==> src/rtl/pc_sequencer_if.sv <==
// Fetch-stage bundle: next-PC loop, flush requests, ID stall, instruction memory
// handshake and the buffered output stage.
interface pc_sequencer_if;
    logic [31:0] pc;
    logic [31:0] npc_in;
    logic        spec_valid;
    logic [31:0] spec_pc;
    logic        redirect_valid;
    logic [31:0] redirect_pc;
    logic        stall;
    logic        imem_req;
    logic [31:0] imem_addr;
    logic        imem_ack;
    logic [31:0] imem_rdata;
    logic        if_valid;
    logic [31:0] if_pc;
    logic [31:0] if_inst;

    modport master (
        output pc, imem_req, imem_addr, if_valid, if_pc, if_inst,
        input  npc_in, spec_valid, spec_pc, redirect_valid, redirect_pc, stall,
               imem_ack, imem_rdata
    );

    modport slave (
        input  pc, imem_req, imem_addr, if_valid, if_pc, if_inst,
        output npc_in, spec_valid, spec_pc, redirect_valid, redirect_pc, stall,
               imem_ack, imem_rdata
    );
endinterface

==> src/rtl/pc_sequencer.sv <==
// Fetch sequencer: owns the PC, issues instruction fetches, arbitrates flushes and
// buffers fetched words in an output stage backed by a one-entry skid.
module pc_sequencer #(
    parameter logic [31:0] RESET_PC = 32'hBFC00000
) (
    input  logic          clk,
    input  logic          rst,
    pc_sequencer_if.master bus
);

    typedef enum logic [1:0] {StRst, StReq, StDrop, StHold} state_t;

    state_t      state_q, state_d;
    logic        boot_q, boot_d;
    logic [31:0] pc_q, pc_d;
    logic [31:0] addr_q, addr_d;
    logic        out_valid_q, out_valid_d;
    logic [31:0] out_pc_q, out_pc_d;
    logic [31:0] out_inst_q, out_inst_d;
    logic        skid_valid_q, skid_valid_d;
    logic [31:0] skid_pc_q, skid_pc_d;
    logic [31:0] skid_inst_q, skid_inst_d;

    logic        flush;
    logic [31:0] target;
    logic        consume;

    assign flush   = bus.spec_valid | bus.redirect_valid;
    assign target  = bus.spec_valid ? bus.spec_pc : bus.redirect_pc;
    assign consume = out_valid_q & ~bus.stall;

    always_comb begin
        state_d      = state_q;
        boot_d       = boot_q;
        pc_d         = pc_q;
        addr_d       = addr_q;
        out_valid_d  = out_valid_q;
        out_pc_d     = out_pc_q;
        out_inst_d   = out_inst_q;
        skid_valid_d = skid_valid_q;
        skid_pc_d    = skid_pc_q;
        skid_inst_d  = skid_inst_q;

        if (consume) out_valid_d = 1'b0;

        unique case (state_q)
            // boot_q stretches RST over one full cycle after reset release
            StRst: begin
                boot_d = 1'b1;
                if (boot_q) state_d = StReq;
            end
            StReq: begin
                addr_d = pc_q;
                if (bus.imem_ack && !flush) begin
                    pc_d = bus.npc_in;
                    if (!out_valid_q || consume) begin
                        out_valid_d = 1'b1;
                        out_pc_d    = pc_q;
                        out_inst_d  = bus.imem_rdata;
                    end else begin
                        skid_valid_d = 1'b1;
                        skid_pc_d    = pc_q;
                        skid_inst_d  = bus.imem_rdata;
                        state_d      = StHold;
                    end
                end else if (flush && !bus.imem_ack) begin
                    state_d = StDrop;
                end
            end
            StDrop: begin
                if (bus.imem_ack) state_d = StReq;
            end
            StHold: begin
                if (flush) begin
                    state_d = StReq;
                end else if (consume) begin
                    out_valid_d  = 1'b1;
                    out_pc_d     = skid_pc_q;
                    out_inst_d   = skid_inst_q;
                    skid_valid_d = 1'b0;
                    state_d      = StReq;
                end
            end
            default: state_d = StRst;
        endcase

        // A flush overrides npc_in and empties both buffers, whatever the state.
        if (flush) begin
            pc_d         = target;
            out_valid_d  = 1'b0;
            skid_valid_d = 1'b0;
        end
    end

    always_ff @(posedge clk or posedge rst) begin
        if (rst) begin
            state_q      <= StRst;
            boot_q       <= 1'b0;
            pc_q         <= RESET_PC;
            addr_q       <= RESET_PC;
            out_valid_q  <= 1'b0;
            out_pc_q     <= 32'h0;
            out_inst_q   <= 32'h0;
            skid_valid_q <= 1'b0;
            skid_pc_q    <= 32'h0;
            skid_inst_q  <= 32'h0;
        end else begin
            state_q      <= state_d;
            boot_q       <= boot_d;
            pc_q         <= pc_d;
            addr_q       <= addr_d;
            out_valid_q  <= out_valid_d;
            out_pc_q     <= out_pc_d;
            out_inst_q   <= out_inst_d;
            skid_valid_q <= skid_valid_d;
            skid_pc_q    <= skid_pc_d;
            skid_inst_q  <= skid_inst_d;
        end
    end

    assign bus.pc        = pc_q;
    assign bus.imem_req  = (state_q == StReq) || (state_q == StDrop);
    assign bus.imem_addr = (state_q == StDrop) ? addr_q : pc_q;
    assign bus.if_valid  = out_valid_q;
    assign bus.if_pc     = out_pc_q;
    assign bus.if_inst   = out_inst_q;

endmodule
==> src/flat_wrapper.sv <==
// flat-port wrapper written by rule: the top's interface ports become plain ports
module pc_sequencer_flat 
#(
    parameter logic [31:0] RESET_PC = 32'hBFC00000
)
  (clk, rst, bus_pc, bus_imem_req, bus_imem_addr, bus_if_valid, bus_if_pc, bus_if_inst, bus_npc_in, bus_spec_valid, bus_spec_pc, bus_redirect_valid, bus_redirect_pc, bus_stall, bus_imem_ack, bus_imem_rdata);
  pc_sequencer_if bus_i ();
  input  logic clk;
  input  logic rst;
  output wire logic [$bits(bus_i.pc)-1:0] bus_pc;
  output wire logic [$bits(bus_i.imem_req)-1:0] bus_imem_req;
  output wire logic [$bits(bus_i.imem_addr)-1:0] bus_imem_addr;
  output wire logic [$bits(bus_i.if_valid)-1:0] bus_if_valid;
  output wire logic [$bits(bus_i.if_pc)-1:0] bus_if_pc;
  output wire logic [$bits(bus_i.if_inst)-1:0] bus_if_inst;
  input wire logic [$bits(bus_i.npc_in)-1:0] bus_npc_in;
  input wire logic [$bits(bus_i.spec_valid)-1:0] bus_spec_valid;
  input wire logic [$bits(bus_i.spec_pc)-1:0] bus_spec_pc;
  input wire logic [$bits(bus_i.redirect_valid)-1:0] bus_redirect_valid;
  input wire logic [$bits(bus_i.redirect_pc)-1:0] bus_redirect_pc;
  input wire logic [$bits(bus_i.stall)-1:0] bus_stall;
  input wire logic [$bits(bus_i.imem_ack)-1:0] bus_imem_ack;
  input wire logic [$bits(bus_i.imem_rdata)-1:0] bus_imem_rdata;
  assign bus_pc = bus_i.pc;
  assign bus_imem_req = bus_i.imem_req;
  assign bus_imem_addr = bus_i.imem_addr;
  assign bus_if_valid = bus_i.if_valid;
  assign bus_if_pc = bus_i.if_pc;
  assign bus_if_inst = bus_i.if_inst;
  assign bus_i.npc_in = bus_npc_in;
  assign bus_i.spec_valid = bus_spec_valid;
  assign bus_i.spec_pc = bus_spec_pc;
  assign bus_i.redirect_valid = bus_redirect_valid;
  assign bus_i.redirect_pc = bus_redirect_pc;
  assign bus_i.stall = bus_stall;
  assign bus_i.imem_ack = bus_imem_ack;
  assign bus_i.imem_rdata = bus_imem_rdata;
  pc_sequencer #(.RESET_PC(RESET_PC)) u_core (.clk(clk), .rst(rst), .bus(bus_i));
endmodule
==> config.mk <==
export PLATFORM = sky130hd
export DESIGN_NAME = pc_sequencer_flat
export DESIGN_NICKNAME = d
export VERILOG_FILES = /design/src/rtl/pc_sequencer_if.sv /design/src/rtl/pc_sequencer.sv /design/src/flat_wrapper.sv
export SDC_FILE = /design/constraint.sdc
export NUM_CORES = 1
export LEC_CHECK = 0
export ABC_CLOCK_PERIOD_IN_PS = 9540
export BUFFER_PORTS_ARGS = -buffer_cell sky130_fd_sc_hd__buf_2
export CORE_UTILIZATION = 58
export CTS_BUF_LIST = sky130_fd_sc_hd__clkbuf_4 sky130_fd_sc_hd__clkbuf_8
export DETAILED_ROUTE_END_ITERATION = 16
export PLACE_DENSITY_LB_ADDON = 0.2
export SLEW_MARGIN = 20
export SYNTH_ARGS = -nofsm -noshare
export SYNTH_HDL_FRONTEND = slang
export SYNTH_SLANG_ARGS = --single-unit
==> constraint.sdc <==
create_clock -name clk -period 9.54 [get_ports clk]
set_clock_uncertainty 0.05 [all_clocks]
set_input_delay 0.477 -clock clk [delete_from_list [all_inputs] [get_ports clk]]
set_output_delay 0.477 -clock clk [all_outputs]
set_load 0.005 [all_outputs]
==> impl_metrics.toml <==
[sta]
period_needed_ns = 3.673
holdWs_ns = 0.09894
max_slew_margin_pct = 35.67
grt_setup_unrepaired = "false"
finalMaxSlewViolations = 0
final.setup.tns_ns = 0
fin_ws_ns = 5.867
period_share_pct = 38.50
finalHoldViolCount = 0
worst_slew_pin_slew_ns = 0.9650
fmax_ghz = 0.2723
finalSetupViolations = 0

[clock_tree]
ctsHtreeMaxLevel = 4
clk_pin_slew_worst_paths_ns = 0.09
cts_buffers = 17
cts_tree = "built"
cts_setup_buffers = 0
clock_latency_ns = 0.45
clock_sinks = 196
cts_root_buf = "clkbuf_8"
clk_path_buf_depth = 2
post_cts_resized = 0
cts_hold_buf = 0

[layout]
stdcell_area_sq_um = 11010
final_util_pct = 71.61
final-instance-count-excl-fill = 1151
layout.nets = 1064
synthToLayoutAreaGrowth_pct = 19.56
drive_gt1_share_pct = 61.34

[drt]
drtIter0Drc = 244
final_antenna_net_count = 0
dr.pass1.iters = 4
drc = 0
routed_via_density = 5.401
routedWlPerCell_microns = 17.56
wirelength_microns = 20220
vias = 6216

[placed_design]
place_area_sq_um = 10590
dp_cells = 1117
place_ws_ns = 5.845
io_buffers = 263
gp_congestion = 0.8302
dp_hpwl_microns = 13800

[logic_synthesis]
syn-cell-area_sq_um = 9206
yosys.area.top_type = "dfrtp_1"
postSynthCellCount = 683
synth-seq-cells = 196
synth.area.top_cells = "dfrtp_1 48%, mux2_2 30%, dfstp_2 5.1%"
yosysMostFrequentCell = "mux2_2"
yosysSeqAreaShare_pct = 53.52
synth_edf_count = 0
yosys-top-cells-count = "248 x mux2_2, 178 x dfrtp_1, 34 x nand2_1"
async_flop_share_pct = 100.0
yosysWarnings = 0
synth_top_area_share_pct = 48.38
yosys_most_used_dff = "dfrtp_1"
synth.distinct_cells = 28
synth_fp_nets = 821
syn_area_per_cell_sq_um = 13.48

[grt]
overflow = 0
antenna_found_initial = 1
grt_start_max_net_pins = 112
grt_pass1_wl_microns = 32680
grt_pass1_vias = 6640
gr-usage-all-layers_pct = 25.80

[setup_path]
startpoint = "u_core.state_q[1]"
crit_required_ns = 9.83
arrival_ns = 3.96
worst_setup_path_end_kind = "flop"
reg2reg_depth = 6
crit_fanout = 48
crit_type = "reg2reg"
reg2reg_slack_ns = 5.87
start_kind = "flop"
regToRegEndpoint = "u_core.skid_inst_q[22]"
crit_end = "u_core.skid_inst_q[22]"
timing.rr.start = "u_core.state_q[1]"

[floorplanning]
io_pins = 264
start_util_pct = 59.89
dieArea_sq_um = 16380
rows = 45
die_h_microns = 128.0
dieWidth_microns = 128.0
core_sq_um = 15370

[run]
cap_viol_max_count = 0

[power]
p_per_area_nw_per_um2 = 263.2
p_leak_nw = 5.444
totalPowerFinal_mw = 2.897
irDropWorstVdd_mv = 0.1099

[hold_path]
min_path_type = "in2async"

[outcome]
outcome = "complete, no violations"
how the worst min path moves through the flow:
stage | startpoint | end | slack (ns) | cells past startpoint
final | rst | u_core.bus.if_inst[20] | 0.1 | 2
after floorplan | u_core.boot_q | u_core.boot_q | 0.39 | 1
after global placement | u_core.boot_q | u_core.boot_q | 0.41 | 1
after CTS | rst | u_core.bus.if_inst[15] | 0.11 | 2
after detailed placement | u_core.boot_q | u_core.boot_q | 0.43 | 1
after global routing | rst | u_core.bus.if_inst[20] | 0.14 | 2
power by group:
part           internal (mW)  leakage, nW  switching (mW)  total, mW
logic                  0.642         2.78           0.491       1.13
clock network          0.227        0.185           0.284      0.510
registers               1.10         2.48           0.152       1.25
critical path: stages (launching register included):
cell,delay (ns)
dfrtp_1,0.44
inv_1,0.11
ha_2,0.83
nand2_1,0.28
nor3_4,0.70
buf_4,0.68
mux2_2,0.42
state kept, by name, summed over array words and instances, names as in the netlist:
name	flops
u_core.addr_q	32
u_core.bus.if_inst	32
u_core.skid_pc_q	32
u_core.bus.if_valid	1
u_core.bus.pc	32
u_core.skid_inst_q	32
u_core.boot_q	1
u_core.bus.if_pc	32
u_core.state_q	2
layout by cell type, fill, tap and decap left out, drive strengths merged:
master	instances
nand2b	1
clkbuf	21
ha	4
nand2	34
and2	1
dfstp	18
a311oi	1
a21oi	27
dfrtp	178
nor3	2
nor2b	2
diode	1
buf	269
and3	1
o21ai	35
mux2i	32
o2111ai	1
nand3	2
mux2	264
nor2	28
inv	5
bufinv	1
or2	2
clkinv	6
clkinvlp	4
layout make-up:
class                      instances  area (sq um)
fill                            1098          4364
inverter                           5         26.28
multi-input combinational        437          4020
timing repair buffer             269          1385
antenna                            1         2.502
tap                              211         264.0
sequential                       196          4927
clock inverter                    11         105.1
clock buffer                      21         276.5
cells by family (layout without fill, tap and decap cells):
kind of cell,after synthesis,after routing,share of synthesized area [%]
DFF,196,196,53.52
buffers and inverters,50,306,3.085
adders and majority gates,4,4,0.5436
and+or+nand+nor,73,73,3.398
other,0,1,0
AOI/OAI and AO/OA,64,64,3.683
muxes,296,296,35.77
layer usage:
layer  share of wire [%]  vias up  wire, microns  global-route usage, %
li1                    -     2923              -                      -
met1                  43     3059           8672                  31.59
met2                  50      194          10150                  44.60
met3                 4.5       40            910                  5.384
met4                 2.4        0            478                  10.52
met5                   0        -              0                      0
(Power assumes the default switching activity.)
